==> src/rtl/mips_mc_ctrl_pkg.sv <==
// Shared encodings for the multi-cycle MIPS control path: opcodes, FSM state
// codes and the select/op encodings seen by the ALU control and datapath muxes.
package mips_mc_ctrl_pkg;

    // Opcodes (IR[31:26])
    localparam logic [5:0] RTYPE_OP = 6'b000000;
    localparam logic [5:0] LW_OP    = 6'b100011;
    localparam logic [5:0] SW_OP    = 6'b101011;
    localparam logic [5:0] BEQ_OP   = 6'b000100;
    localparam logic [5:0] ADDI_OP  = 6'b001000;
    localparam logic [5:0] J_OP     = 6'b000010;

    // FSM state encoding (4-bit, 11 states). Writeback is split by source
    // instruction so REG_DST is a pure function of state.
    localparam logic [3:0] ST_FETCH  = 4'd0;
    localparam logic [3:0] ST_DECODE = 4'd1;
    localparam logic [3:0] ST_EXEC_R = 4'd2;
    localparam logic [3:0] ST_EXEC_I = 4'd3;
    localparam logic [3:0] ST_WB_R   = 4'd4;
    localparam logic [3:0] ST_WB_I   = 4'd5;
    localparam logic [3:0] ST_MEM_RD = 4'd6;
    localparam logic [3:0] ST_MEM_WB = 4'd7;
    localparam logic [3:0] ST_MEM_WR = 4'd8;
    localparam logic [3:0] ST_BRANCH = 4'd9;
    localparam logic [3:0] ST_JUMP   = 4'd10;

    // ALU op class
    localparam logic [1:0] ALU_OP_ADD  = 2'd0;
    localparam logic [1:0] ALU_OP_SUB  = 2'd1;
    localparam logic [1:0] ALU_OP_FUNC = 2'd2;

    // ALU B-input select
    localparam logic [1:0] SRCB_RT     = 2'd0;
    localparam logic [1:0] SRCB_FOUR   = 2'd1;
    localparam logic [1:0] SRCB_IMM    = 2'd2;
    localparam logic [1:0] SRCB_IMM_SH = 2'd3;

    // PC source select
    localparam logic [1:0] PCSRC_ALU    = 2'd0;
    localparam logic [1:0] PCSRC_ALUOUT = 2'd1;
    localparam logic [1:0] PCSRC_JUMP   = 2'd2;

    // Opcodes that go through the immediate execute step
    function automatic logic is_itype(input logic [5:0] op);
        return (op == LW_OP) || (op == SW_OP) || (op == ADDI_OP);
    endfunction

endpackage

==> src/rtl/mips_mc_ctrl.sv <==
// Multi-cycle MIPS control FSM. Sequences fetch/decode/execute/memory/
// writeback and drives the datapath selects, write enables and memory request.
//
// state     | meaning
// ----------+-----------------------------------------------
// FETCH     | instruction read from PC, PC+4 on accept
// DECODE    | opcode decode, branch target precomputed
// EXEC_R    | R-type ALU operation (FUNC)
// EXEC_I    | base + sign-ext immediate (LW/SW/ADDI)
// WB_R      | R-type result to rd
// WB_I      | ADDI result to rt
// MEM_RD    | data read at ALUOut, waits for MEM_READY
// MEM_WB    | loaded MDR to rt
// MEM_WR    | data write at ALUOut, waits for MEM_READY
// BRANCH    | compare rs/rt, PC <- target if taken
// JUMP      | PC <- jump target
module mips_mc_ctrl
    import mips_mc_ctrl_pkg::*;
(
    input  logic       i_clk,
    input  logic       i_rst,
    input  logic [5:0] i_opcode,
    input  logic       i_sig_b,
    input  logic       i_mem_ready,
    output logic       o_mem_req,
    output logic       o_mem_we,
    output logic       o_i_or_d,
    output logic       o_ir_write,
    output logic       o_pc_write,
    output logic [1:0] o_pc_src,
    output logic       o_alu_src_a,
    output logic [1:0] o_alu_src_b,
    output logic [1:0] o_alu_op,
    output logic       o_reg_dst,
    output logic       o_mem_to_reg,
    output logic       o_reg_write,
    output logic       o_illegal,
    output logic       o_busy_fetch
);

    logic [3:0] r_state;
    logic [3:0] w_next;

    // State register; reset returns to FETCH immediately
    always_ff @(posedge i_clk or posedge i_rst) begin
        if (i_rst) r_state <= ST_FETCH;
        else       r_state <= w_next;
    end

    // Next-state and output decode; outputs are forced quiet while in reset
    // so an in-flight memory request drops without waiting for a clock
    always_comb begin
        w_next       = r_state;
        o_mem_req    = 1'b0;
        o_mem_we     = 1'b0;
        o_i_or_d     = 1'b0;
        o_ir_write   = 1'b0;
        o_pc_write   = 1'b0;
        o_pc_src     = PCSRC_ALU;
        o_alu_src_a  = 1'b0;
        o_alu_src_b  = SRCB_RT;
        o_alu_op     = ALU_OP_ADD;
        o_reg_dst    = 1'b0;
        o_mem_to_reg = 1'b0;
        o_reg_write  = 1'b0;
        o_illegal    = 1'b0;
        o_busy_fetch = 1'b0;
        if (i_rst) begin
            w_next       = ST_FETCH;
            o_busy_fetch = 1'b1;
        end else begin
            case (r_state)
                ST_FETCH: begin
                    o_busy_fetch = 1'b1;
                    o_mem_req    = 1'b1;
                    o_alu_src_b  = SRCB_FOUR;
                    if (i_mem_ready) begin
                        o_ir_write = 1'b1;
                        o_pc_write = 1'b1;
                        w_next     = ST_DECODE;
                    end
                end
                ST_DECODE: begin
                    o_alu_src_b = SRCB_IMM_SH;
                    if (i_opcode == RTYPE_OP)      w_next = ST_EXEC_R;
                    else if (is_itype(i_opcode))   w_next = ST_EXEC_I;
                    else if (i_opcode == BEQ_OP)   w_next = ST_BRANCH;
                    else if (i_opcode == J_OP)     w_next = ST_JUMP;
                    else begin
                        o_illegal = 1'b1;
                        w_next    = ST_FETCH;
                    end
                end
                ST_EXEC_R: begin
                    o_alu_src_a = 1'b1;
                    o_alu_op    = ALU_OP_FUNC;
                    w_next      = ST_WB_R;
                end
                ST_EXEC_I: begin
                    o_alu_src_a = 1'b1;
                    o_alu_src_b = SRCB_IMM;
                    case (i_opcode)
                        LW_OP:   w_next = ST_MEM_RD;
                        SW_OP:   w_next = ST_MEM_WR;
                        ADDI_OP: w_next = ST_WB_I;
                        default: w_next = ST_FETCH;
                    endcase
                end
                ST_WB_R: begin
                    o_reg_write = 1'b1;
                    o_reg_dst   = 1'b1;
                    w_next      = ST_FETCH;
                end
                ST_WB_I: begin
                    o_reg_write = 1'b1;
                    w_next      = ST_FETCH;
                end
                ST_MEM_RD: begin
                    o_mem_req = 1'b1;
                    o_i_or_d  = 1'b1;
                    if (i_mem_ready) w_next = ST_MEM_WB;
                end
                ST_MEM_WB: begin
                    o_reg_write  = 1'b1;
                    o_mem_to_reg = 1'b1;
                    w_next       = ST_FETCH;
                end
                ST_MEM_WR: begin
                    o_mem_req = 1'b1;
                    o_mem_we  = 1'b1;
                    o_i_or_d  = 1'b1;
                    if (i_mem_ready) w_next = ST_FETCH;
                end
                ST_BRANCH: begin
                    o_alu_src_a = 1'b1;
                    o_alu_op    = ALU_OP_SUB;
                    o_pc_src    = PCSRC_ALUOUT;
                    o_pc_write  = i_sig_b;
                    w_next      = ST_FETCH;
                end
                ST_JUMP: begin
                    o_pc_write = 1'b1;
                    o_pc_src   = PCSRC_JUMP;
                    w_next     = ST_FETCH;
                end
                default: w_next = ST_FETCH;
            endcase
        end
    end

endmodule
==> config.mk <==
export PLATFORM = sky130hd
export DESIGN_NAME = mips_mc_ctrl
export DESIGN_NICKNAME = d
export VERILOG_FILES = /design/src/rtl/mips_mc_ctrl_pkg.sv /design/src/rtl/mips_mc_ctrl.sv
export SDC_FILE = /design/constraint.sdc
export NUM_CORES = 1
export LEC_CHECK = 0
export CAP_MARGIN = 0
export CORE_MARGIN = 2
export CORE_UTILIZATION = 39
export CTS_CLUSTER_DIAMETER = 40
export DETAILED_ROUTE_END_ITERATION = 10
export PLACE_DENSITY = 0.78
export SYNTH_ARGS = -nofsm -noshare
export SYNTH_HDL_FRONTEND = slang
export SYNTH_SLANG_ARGS = --single-unit
==> constraint.sdc <==
create_clock -name i_clk -period 2.2 [get_ports i_clk]
set_clock_uncertainty 0.15 [all_clocks]
set_input_delay 0.44 -clock i_clk [delete_from_list [all_inputs] [get_ports i_clk]]
set_output_delay 0.44 -clock i_clk [all_outputs]
set_load 0.005 [all_outputs]
==> results of run 1 <==
worst max path at each step:
stage          slack [ps]        start              to
2_1_floorplan         350   r_state[2]     o_pc_src[0]
3_3_place_gp         -540  i_opcode[0]       o_illegal
3_5_place_dp         -560        i_rst      o_pc_write
4_1_cts              -130        i_rst     o_alu_src_a
5_1_grt               -70   r_state[0]       o_reg_dst
6_report             -110   r_state[2]  o_alu_src_b[0]
layer usage:
metal	vias up	share of wire	track usage
li1	435	-	-
met1	520	0.33	0.3952
met2	136	0.45	0.6875
met3	56	0.12	0.06522
met4	0	0.10	0.1613
met5	-	0	0
power groups by stage:
stage / registers, mW / clock network, mW / logic [mW]
6_report: 0.0790 / 0.0983 / 0.136
5_1_grt: 0.0785 / 0.105 / 0.142
4_1_cts: 0.0778 / 0.0917 / 0.115
3_5_place_dp: 0.0789 / 0 / 0.109
3_3_place_gp: 0.0790 / 0 / 0.106
2_1_floorplan: 0.0779 / 0 / 0.0390
through the flow:
step	utilization	setup WS (ps)	std cells	power [mW]	instance area [µm²]
finish	0.9471	-107.2	163	0.3135	1232
floorplan	-	352.3	81	0.1169	549.3
global placement	0.7721	-536.6	143	0.1849	1005
detailed placement	0.7721	-562.0	143	0.1877	1005
CTS	0.9058	-126.3	159	0.2842	1179
global route	0.9471	-72.46	163	0.3254	1232
tightest hold or removal path, stage by stage:
cell             delay [ps]
clkdlybuf4s15_2         260
buf_4                   170
inv_1                   110
buf_4                   160
final cells by class:
cell class	instances	area (µm²)	share of cell area
repair buffers	71	545.5	0.4426
multi-input cells	67	531.8	0.4315
flip-flops and latches	4	102.6	0.08325
clock buffers	3	22.52	0.01827
well taps	15	18.77	0.01523
inverters	3	11.26	0.009137
cells by family after synthesis:
| logic type | synth area share |
|---|---|
| and+or+nand+nor | 0.4374 |
| AOI/OAI and AO/OA | 0.2825 |
| buffers and inverters | 0.08200 |
| DFF | 0.1822 |
| xor gates and xnor gates | 0.01595 |
layout by cell type, fill, tap and decap left out, drive strengths merged:
cell type,netlist,layout
or2,1,1
or4b,2,2
o22ai,1,1
nand2b,3,3
dlymetal6s2s,0,1
dfrtp,4,4
o2bb2ai,1,1
a311oi,1,1
a21o,1,1
a21oi,5,5
nor3,7,7
a21boi,1,1
clkdlybuf4s50,0,2
and3,1,1
or3,3,3
clkdlybuf4s15,0,3
or4,2,2
nand4b,1,1
nor2,10,10
a211o,1,1
nand2,9,9
xnor2,1,1
dlygate4sd2,0,8
nor4,3,3
o21ai,3,3
a22oi,1,1
o41ai,1,1
nor2b,1,1
inv,3,3
buf,4,49
clkbuf,3,11
o22a,1,1
a211oi,5,5
nand3,1,1
timing repair:
| action | CTS | global route |
|---|---|---|
| endpoints found under the setup margin | 17 | 11 |
| buffers inserted | 13 | 4 |
| pin swaps | 7 | 7 |
| gates resized for setup | 55 | 33 |
| gates cloned | 0 | 0 |
| endpoints found under the hold margin | 0 | 0 |
==> summary.md, run 1 <==
| Metric | Value |
|---|---|
| Status | finished with violations |
| Violated checks | negative setup slack |
| #FFs+latches synth | 4 |
| Stages on the worst setup path | 5 |
| Critical path arrival | 1720 ps |
| Ys Warns | 0 |
| Final min period | 2307 ps |
| Die area | 0.001725 mm² |
| Ys async rst share | 1.000 |
| Crit-path cells | buf_4, buf_4, or3_4, nor2_1, clkbuf_2 |
| CTS tree | yes |
| Max-slew violations | 0 |
| Post-synth cell types | 35 |
| Most numerous cell in the Yosys netlist | nor2_1 |
| Clock slew at reported path FFs | 50 ps |
| Synth Instances | 81 |
| Commonest cells post-synth | nor2_1 (10), nand2_1 (9), nor3_1 (7), a21oi_1 (5) |
| Total gr overflow | 0 |
| Nets | 160 |
| Final HPWL DP | 1.639 mm |
| Starting Density | 0.4221 |
| R2R cell count | 7 |
| Relative slew margins | 0.6418 |
| Vias per Instance | 7.037 |
| Fill cell count | 40 |
| IO Port Bufs | 26 |
| Max Clock Freq | 433.4 MHz |
| Final WL | 3.838 mm |
| CTS buffer count | 3 |
| Max_cap viols | 0 |
| Pwr/cell area | 254.4 mW/mm² |
| GR Util All Layers | 0.3677 |
| Residual DRC count | 0 |
| Die Y-Extent | 41.53 µm |
| Peak VDD IR | 0.0001847 V |
| Sequential cell area fraction in the yosys report | 0.1822 |
| Drt pass-1 iters | 5 |
| Mapped cell area | 549.3 µm² |
| Ranking of synthesized cells by area | dfrtp_1 (18%), nor2_1 (6.8%), nor3_1 (6.4%) |
| Combinational share of power | 0.434 |
| Routability congestion estimate from global placement | 0.8551 |
| Final period utilization | 1.049 |
| Root Buffer | clkbuf_4 |
| Row count | 13 |
| R2r setup slk | 240 ps |
| Clk_lat worst skew | 240 ps |
| Buf+Inv Stages, Crit Path | 3 |
| Worst setup margin | -107.2 ps |
| CP Class | reg -> out |
| Post-route ant nets | 0 |
| RSZ-0062 raised after global routing | true |
| Cell taking the most area after synthesis | dfrtp_1 |
| ANT cells | 0 |
| I/O Pins | 27 |
| Synth Area per Inst | 6.781 µm² |
| Reg with most FFs | r_state |
| Worst r2r src | r_state[1] |
| Core area | 0.001301 mm² |
| Largest regs | r_state x4 |
| Yosys top cell area share | 0.1822 |
| Worst path max stage delay | 450 ps |
| Sw frac | 0.3605 |
| Total number of vias | 1147 |
| Net Sw Power | 0.1130 mW |
| Clk buf depth | 2 |
| Post-synth EDFFs | 0 |
| CP max FO | 6 |
| Top FF cell, synth | dfrtp_1 |
| Slowest-stage cell, CP | dfrtp_2 |
| Most used cell, CP | buf_4 |
| # hold bufs at CTS | 0 |
| Power share of the sequential group | 0.252 |
| Initial DRC Count | 116 |
| Initial antenna violation count | 0 |
| Final setup viols | 6 |
| Fin Hold WS | 431.7 ps |
| Critical Path RT | 1610 ps |
| Synth-to-layout area growth | 124.4% |
| Number of flip-flops in the largest register | 4 |
| Clock power share | 0.313 |
| Hold Vio Cnt, Final | 0 |
| Crit path capture type | output pin |
| First-pass GRT wire length | 4.961 mm |
| Total clock sinks | 4 |
| Vias in the first global route | 1054 |
| CTS H-tree depth | 1 |
| Synth Net Count | 91 |
| Die width | 41.53 µm |
| R2R Path End | r_state[2] |
| Crit path launch type | flip-flop |
| Worst-Margin Slew | 531.6 ps |
| Delay-heaviest family, CP | simple AND/OR/NAND/NOR gates |
| Total negative slack | -315.6 ps |
| Layout cells sized above 1 | 0.5811 |
| Internal Pwr Total | 0.2005 mW |
| Worst Hold Class | in -> async |
| Largest net degree at the start of global routing | 8 |
| Pleak | 0.6198 nW |
| WL/cell | 23.55 µm |
Power figures use the tool's default switching activity.
==> inputs of run 2 (changes only) <==
--- a/config.mk
+++ b/config.mk
@@ -6,11 +6,11 @@
 export NUM_CORES = 1
 export LEC_CHECK = 0
 export CAP_MARGIN = 0
+export CORE_ASPECT_RATIO = 0.8
 export CORE_MARGIN = 2
-export CORE_UTILIZATION = 39
+export CORE_UTILIZATION = 30
 export CTS_CLUSTER_DIAMETER = 40
 export DETAILED_ROUTE_END_ITERATION = 10
-export PLACE_DENSITY = 0.78
 export SYNTH_ARGS = -nofsm -noshare
 export SYNTH_HDL_FRONTEND = slang
 export SYNTH_SLANG_ARGS = --single-unit
==> summary.md, run 2 (synthesized netlist as in run 1, its figures left out) <==
| Metric | Value |
|---|---|
| Post-route ant nets | 0 (unchanged) |
| Total number of vias | 888 (-23%) |
| Vias in the first global route | 836 (-21%) |
| Worst setup margin | 7.538 ps (+114.7 ps) |
| ANT cells | 0 (unchanged) |
| Initial antenna violation count | 0 (unchanged) |
| CP Class | reg -> out |
| Largest regs | r_state x4 |
| CTS buffer count | 3 (unchanged) |
| Most common cell after layout, fill and taps aside | buf_4 |
| Clock slew at reported path FFs | 40 ps (about the same) |
| IO Port Bufs | 26 (unchanged) |
| Final min period | 2192 ps (-114.7 ps) |
| Die area | 0.002191 mm² (+27%) |
| Most frequent cells in the layout | buf_4 (31), dlygate4sd2_1 (15), nand2_1 (7), nor2_1 (6), a21oi_1 (5) |
| Residual DRC count | 0 (unchanged) |
| Clk buf depth | 2 (unchanged) |
| WL/cell | 16.23 µm (-31%) |
| Final WL | 2.581 mm (-33%) |
| GR Util All Layers | 0.2388 (-0.1288) |
| CTS tree | yes |
| Hold Vio Cnt, Final | 0 (unchanged) |
| Initial DRC Count | 37 (-68%) |
| Root Buffer | clkbuf_4 |
| Worst Hold Class | in -> async |
| Largest net degree at the start of global routing | 9 (+1) |
| Layout cells sized above 1 | 0.5036 (-0.07743) |
| CTS H-tree depth | 1 (unchanged) |
| Total clock sinks | 4 (unchanged) |
| Drt pass-1 iters | 5 (unchanged) |
| # hold bufs at CTS | 0 (unchanged) |
| Die width | 51.84 µm (+25%) |
| Slowest-stage cell, CP | clkdlybuf4s50_1 |
| Crit path capture type | output pin |
| Peak VDD IR | 0.0001932 V (+4.6%) |
| Nets | 149 (-6.9%) |
| Row count | 13 (unchanged) |
| Routability congestion estimate from global placement | 0.8412 (-1.6%) |
| RSZ-0062 raised after global routing | true |
| Worst path max stage delay | 500 ps (+50 ps) |
| Finished Core Util | 0.6923 (-0.2548) |
| Pwr/cell area | 251.5 mW/mm² (-1.1%) |
| Status | complete, no violations |
| Critical Path RT | 1610 ps (about the same) |
| Reg with most FFs | r_state |
| I/O Pins | 27 (unchanged) |
| Final HPWL DP | 1.524 mm (-7.0%) |
| Synth-to-layout area growth | 111.2% |
| Max Clock Freq | 456.1 MHz (+5.2%) |
| Clk_lat worst skew | 240 ps (about the same) |
| First-pass GRT wire length | 3.884 mm (-22%) |
| Setup WS pre-CTS | -540.3 ps (+21.79 ps) |
| Max-slew violations | 0 (unchanged) |
| Starting Density | 0.3279 (-0.09426) |
| Final period utilization | 0.9966 (-0.05215) |
| Critical path arrival | 1600 ps (-120 ps) |
| Max_cap viols | 0 (unchanged) |
| Core area | 0.001675 mm² (+29%) |
| Pleak | 0.5628 nW (-9.2%) |
| Vias per Instance | 5.585 (-21%) |
| Crit-path cells | buf_6, nor2_2, and3_1, clkdlybuf4s50_1 |
| Worst-Margin Slew | 375.4 ps (-156.2 ps) |
| CP max FO | 4 (-2) |
| Number of flip-flops in the largest register | 4 (unchanged) |
| Die Y-Extent | 42.27 µm (+1.8%) |
| Final setup viols | 0 (-6) |
| Total gr overflow | 0 (unchanged) |
| Relative slew margins | 0.7471 (+0.1052) |
| Crit path launch type | flip-flop |
## run 2: final cells by class
class	count	area, µm²
fill	124	515.5
multi-input combinational	67	506.7
timing repair buffer	60	486.7
sequential	4	105.1
tap	22	27.53
clock buffer	3	22.52
inverter	3	11.26
## run 2: layer usage
| layer | global-route usage | vias to the layer above | routed length (µm) | share of wire |
|---|---|---|---|---|
| met2 | 0.3747 | 55 | 1212 | 0.47 |
| met3 | 0.03214 | 10 | 214 | 0.083 |
| met4 | 0.09474 | 0 | 62 | 0.024 |
| li1 | - | 414 | - | - |
| met1 | 0.3254 | 409 | 1092 | 0.42 |
| met5 | 0 | - | 0 | 0 |
## run 2: repair_timing
| item | CTS | global route |
|---|---|---|
| setup buffers | 6 | 0 |
| pin swaps | 6 | 2 |
| endpoints found under the setup margin | 17 | 9 |
| resized for setup | 52 | 11 |
## run 2: worst max-delay path, delay by kind of cell, from the launching register on
kind                   cells  cell delay (ps)
and+or+nand+nor            2              280
buffers and inverters      2              640
DFF                        1              430
## run 2: power breakdown
part           switching, mW  internal [mW]
Clock                 0.0335         0.0612
Combinational         0.0560         0.0603
Sequential           0.00462         0.0760
## run 2: path summary, 6_finish.rpt
path	end	depth (start not counted)	startpoint	slack [ps]
min	r_state[0]	3	i_rst	150
max	o_reg_write	4	r_state[3]	8
max reg2reg	r_state[3]	6	r_state[2]	50
min in group i_clk	r_state[2]	3	i_rst	530
min reg2reg	r_state[3]	3	r_state[3]	610
max in group asynchronous	r_state[1]	3	i_rst	1640
## run 2: through the flow
stage                     area (µm²)  power (mW)  hold slack, ps  cells  setup TNS [ps]
after floorplan                549.3      0.1169           255.2     81               0
after global placement          1013      0.1878           644.8    150           -5920
after detailed placement        1013      0.1881           631.0    150           -6318
after CTS                       1136      0.2835           110.8    159          -52.23
after global routing            1160      0.3083           149.2    159          -77.58
final                           1160      0.2917           147.4    159               0
==> inputs of run 3 (changes only) <==
--- a/config.mk
+++ b/config.mk
@@ -7,7 +7,6 @@
 export LEC_CHECK = 0
 export CAP_MARGIN = 0
 export CORE_ASPECT_RATIO = 0.8
-export CORE_MARGIN = 2
 export CORE_UTILIZATION = 30
 export CTS_CLUSTER_DIAMETER = 40
 export DETAILED_ROUTE_END_ITERATION = 10
==> constraint.sdc (replaced) <==
create_clock -name i_clk -period 2.42 [get_ports i_clk]
set_clock_uncertainty 0.15 [all_clocks]
set_input_delay 0.484 -clock i_clk [delete_from_list [all_inputs] [get_ports i_clk]]
set_output_delay 0.484 -clock i_clk [all_outputs]
set_load 0.005 [all_outputs]
==> summary.md, run 3 (synthesized netlist as in run 1, its figures left out) <==
| Metric | Value |
|---|---|
| Reg with most FFs | r_state |
| Vias per Instance | 5.344 (-4.3%) |
| Most used cell, CP | buf_4 |
| Most frequent cells in the layout | buf_4 (29), dlygate4sd2_1 (14), clkdlybuf4s50_1 (9), nor2_1 (8), nand2_1 (8) |
| Core area | 0.001675 mm² (unchanged) |
| CP Class | reg -> out |
| Status | complete, no violations |
| Total negative slack | 0 ps (unchanged) |
| Pwr/cell area | 231.4 mW/mm² (-8.0%) |
| Total number of vias | 823 (-7.3%) |
| Number of flip-flops in the largest register | 4 (unchanged) |
| Clk_lat worst skew | 230 ps (about the same) |
| Clk buf depth | 2 (unchanged) |
| Drt pass-1 iters | 4 (-1) |
| Slowest-stage cell, CP | clkdlybuf4s50_1 |
| Final WL | 2.017 mm (-22%) |
| CTS tree | yes |
| Crit path capture type | output pin |
| Root Buffer | clkbuf_4 |
| Die area | 0.002007 mm² (-8.4%) |
| Die width | 49.84 µm (-3.9%) |
| Synth-to-layout area growth | 100.5% |
| Max_cap viols | 0 (unchanged) |
| Most common cell after layout, fill and taps aside | buf_4 |
| Final setup viols | 0 (unchanged) |
| Peak VDD IR | 0.0002843 V (+47%) |
| Finished Core Util | 0.6572 (-0.03510) |
| IO Port Bufs | 26 (unchanged) |
| Pleak | 0.4998 nW (-11%) |
| R2r setup slk | 510 ps (+460 ps) |
| Final min period | 2365 ps |
| Routability congestion estimate from global placement | 0.7668 (-8.8%) |
| CTS H-tree depth | 1 (unchanged) |
| Row count | 13 (unchanged) |
| GR Util All Layers | 0.2076 (-0.03126) |
| Vias in the first global route | 717 (-14%) |
| # hold bufs at CTS | 0 (unchanged) |
| Total clock sinks | 4 (unchanged) |
| RSZ-0062 raised after global routing | false |
| Die Y-Extent | 40.27 µm (-4.7%) |
| Initial DRC Count | 11 (-70%) |
| Critical path arrival | 1730 ps (+130 ps) |
| CP max FO | 4 (unchanged) |
| Total gr overflow | 0 (unchanged) |
| Fin Hold WS | 260.1 ps (+112.6 ps) |
| Hold Vio Cnt, Final | 0 (unchanged) |
| Initial antenna violation count | 0 (unchanged) |
| Crit-path cells | buf_4, nor3_2, buf_4, a21o_1, clkdlybuf4s50_1 |
| Final period utilization | 0.9773 |
| Design area | 0.001101 mm² (-5.1%) |
| Starting Density | 0.3279 (unchanged) |
| CTS buffer count | 3 (unchanged) |
| Worst path max stage delay | 490 ps (about the same) |
| Largest net degree at the start of global routing | 9 (unchanged) |
| Relative slew margins | 0.6781 (-0.06901) |
| Residual DRC count | 0 (unchanged) |
| Critical Path RT | 1790 ps (+180 ps) |
| WL/cell | 13.10 µm (-19%) |
| Worst Hold Class | in -> async |
| Post-route ant nets | 0 (unchanged) |
| Clock slew at reported path FFs | 40 ps (about the same) |
| I/O Pins | 27 (unchanged) |
| Max-slew violations | 0 (unchanged) |
| Crit path launch type | flip-flop |
| Final HPWL DP | 1.491 mm (-2.1%) |
| Max Clock Freq | 422.8 MHz |
| Placed Area | 983.4 µm² (-3.0%) |
| Largest regs | r_state x4 |
| Worst-Margin Slew | 477.9 ps (+102.4 ps) |
| First-pass GRT wire length | 3.153 mm (-19%) |
| Layout cells sized above 1 | 0.4015 (-0.1021) |
| ANT cells | 0 (unchanged) |
| Nets | 144 (-3.4%) |
[run 3: final timing paths]
path,start,to,depth (start not counted)
max,r_state[3],o_alu_src_a,5
max in group asynchronous,i_rst,r_state[2],4
max reg2reg,r_state[2],r_state[3],5
min,i_rst,r_state[3],4
min reg2reg,r_state[1],r_state[3],3
min in group i_clk,i_rst,r_state[1],4
[run 3: power breakdown]
| part | leakage, nW | total, mW | switching [mW] | internal [mW] |
|---|---|---|---|---|
| logic | 0.436 | 0.0993 | 0.0475 | 0.0518 |
| clock network | 0.0138 | 0.0849 | 0.0293 | 0.0556 |
| registers | 0.0498 | 0.0705 | 0.00171 | 0.0688 |
[run 3: critical path, delay by kind of cell, from the launching register on]
family                 cells  cell delay (ps)
buffers and inverters      3              770
and+or+nand+nor            1              200
DFF                        1              430
AOI/OAI and AO/OA          1              100
[run 3: cell type report]
type / count / area [µm²]
tap: 22 / 27.53
multi-input combinational: 67 / 475.5
clock buffer: 3 / 22.52
inverter: 3 / 11.26
sequential: 4 / 103.9
timing repair buffer: 55 / 460.4
fill: 145 / 574.3
[run 3: routing by layer]
metal	up-vias	part of all wire	GRT usage
met5	-	0	0
met4	0	0	0.06429
met3	0	0.052	0.01136
met2	35	0.42	0.3007
met1	383	0.53	0.3216
li1	405	-	-
[run 3: what timing repair did]
item | in CTS | in global routing
endpoints found under the setup margin | 17 | 8
pin swaps | 4 | 5
gates resized for setup | 28 | 10
setup buffers | 3 | 2
[run 3: metrics by stage]
step	power, mW	cells	setup WS, ps
detailed placement	0.1683	146	-398.8
global placement	0.1678	146	-362.2
floorplan	0.1063	81	490.8
global route	0.2707	154	1.038
finish	0.2547	154	54.92
CTS	0.2541	152	1.714
==> patch: new RTL, config.mk and constraints of run 3 <==
Reset style: synchronous (`i_rst`), changed in one clocked block.
--- a/src/rtl/mips_mc_ctrl.sv
+++ b/src/rtl/mips_mc_ctrl.sv
@@ -44,3 +44,3 @@
     // State register; reset returns to FETCH immediately
-    always_ff @(posedge i_clk or posedge i_rst) begin
+    always_ff @(posedge i_clk) begin
         if (i_rst) r_state <= ST_FETCH;
Check against the original RTL: no difference found for any inputs over 10 cycles, from zero or initial values and one cycle with i_rst high; that may be too few to reach the edited logic, so the function may still have changed.
==> patch against run 3 <==
- sequential cell count did not move
- area after synthesis fell by 5.9%
- non-clock buffer count fell by 11
- worst setup slack got worse by 0.0079 ns
- total power fell by 3.9%
- routed wire length fell by 8.6%
- final area fell by 11%
- critical path depth did not move
==> patch: results (changes against run 3) <==
metric,value,unit,change
nNetsFinal,131,,was 144
ff2ff_setup_slack,0.60,ns,was 0.51 ns
ys_top_cells_by_area,"dfxtp_1, nor2_1, a211oi_1",,"was dfrtp_1, nor2_1, nor3_1"
outcome,"complete, no violations",,unchanged
p_leak,0.4588,nW,was 0.4998 nW
die_area,1893,sq um,was 2007 sq um
critPathMaxStageDelay,0.54,ns,was 0.49 ns
peakVddDrop,248.4,uV,was 284.3 uV
synth_seq_area_share,15.50,%,was 18.22%
cts_buffer_depth,2,,unchanged
via_per_inst,5.135,,was 5.344
largestRegisters,r_state (4),,unchanged
clkTransAtPathRegs,0.03,ns,
num_antenna_cells,0,,unchanged
first_iter_violations,11,,unchanged
dp_hpwl,1.412,mm,was 1.491 mm
first_pass_iters,4,,unchanged
place_ws,-0.4211,ns,was -0.3988 ns
grt_pass1_wl,3.008,mm,was 3.153 mm
antenna_found_initial,0,,unchanged
hold_class,reg2reg,,was in2async
worstHoldEndpoint,r_state[0],,
p_seq,0.0000742,W,was 0.0000705 W
synth_async_sr_flop_share,0,%,was 100.0%
grt_pass1_vias,681,,was 717
synth_commonest_cells,"nor2_1, a211oi_1, nand2_1",,"was nor2_1, nand2_1, nor3_1"
drive_gt1_share,33.61,%,was 40.15%
holdPathStages,2,,
crit_slowest_cell,clkdlybuf4s50_1,,unchanged
clock_latency,0.23,ns,about the same
ys.flop_type,dfxtp_1,,was dfrtp_1
htree_levels,1,,unchanged
grt.total_usage,21.85,%,was 20.76%
gp_congestion,0.8325,,was 0.7668
timing.rr.start,r_state[3],,was r_state[2]
crit_path_max_fanout,2,,was 4
root_buffer,clkbuf_4,,unchanged
numCtsBuffers,3,,unchanged
p_comb,0.0000914,W,was 0.0000993 W
holdCritStartpoint,r_state[3],,
ff2ff_path_depth,5,,unchanged
reg2reg_to,r_state[3],,unchanged
timing.hold.ws,0.4563,ns,was 0.2601 ns
ys_types,32,,was 35
cpLargestDelayFamily,buffers and inverters,,unchanged
synth_warnings,0,,unchanged
p_switching,0.00007072,W,was 0.00007850 W
p_int,0.0001742,W,was 0.0001762 W
cp_data_arrival_time,1.74,ns,
hold_viol_final,0,,unchanged
period_minus_slack,2.373,ns,was 2.365 ns
portBuffers,26,,unchanged
grt_max_degree,15,,was 9
syn_nets,89,,was 91
totalWireLength,1.844,mm,was 2.017 mm
relSlewSlack,77.79,%,was 67.81%
[patch: layer usage]
metal	part of all wire, %	vias up	GRT usage (%)
li1	-	371	-
met5	0	-	0
met2	47	20	38.03
met1	49	331	27.33
met3	2.9	2	2.745
met4	0.81	0	11.03
[patch: timing repair]
item	4_1_cts	5_1_grt
gates resized for setup	28	7
buffers inserted	0	0
setup endpoints to repair	16	5
pin swaps	3	0
hold endpoints to repair	0	0
[patch: layout make-up]
class / count / area [sq um]
Fill cell: 161 / 649.4
Multi-Input combinational cell: 66 / 447.9
Clock buffer: 3 / 22.52
Tap cell: 22 / 27.53
Inverter: 2 / 7.507
Sequential cell: 4 / 82.58
Timing Repair Buffer: 44 / 389.1
[patch: stage by stage]
| stage | area, sq um | std cells | TNS [ns] |
|---|---|---|---|
| 2_1_floorplan | 516.7 | 79 | 0 |
| 3_3_place_gp | 905.9 | 138 | -2.802 |
| 3_5_place_dp | 905.9 | 138 | -3.049 |
| 4_1_cts | 957.2 | 141 | 0 |
| 5_1_grt | 977.2 | 141 | 0 |
| 6_report | 977.2 | 141 | 0 |
[patch: kinds of logic (layout without fill, tap and decap cells)]
logic type      Yosys count  in the layout  share of synthesized area [%]
buf+inv                   9             49                          7.990
simple gates             45             45                          45.76
flops                     4              4                          15.50
compound gates           19             19                          27.36
xor+xnor                  2              2                          3.390
[patch: worst max path at each step]
| stage | from | to | slack [ns] |
|---|---|---|---|
| after floorplan | i_rst | o_illegal | 0.36 |
| after CTS | i_rst | o_pc_src[1] | 0.02 |
| after detailed placement | i_rst | o_pc_write | -0.42 |
| final | i_opcode[2] | o_illegal | 0.05 |
| after global placement | i_rst | o_pc_write | -0.39 |
| after global routing | i_opcode[2] | o_illegal | 0.007 |
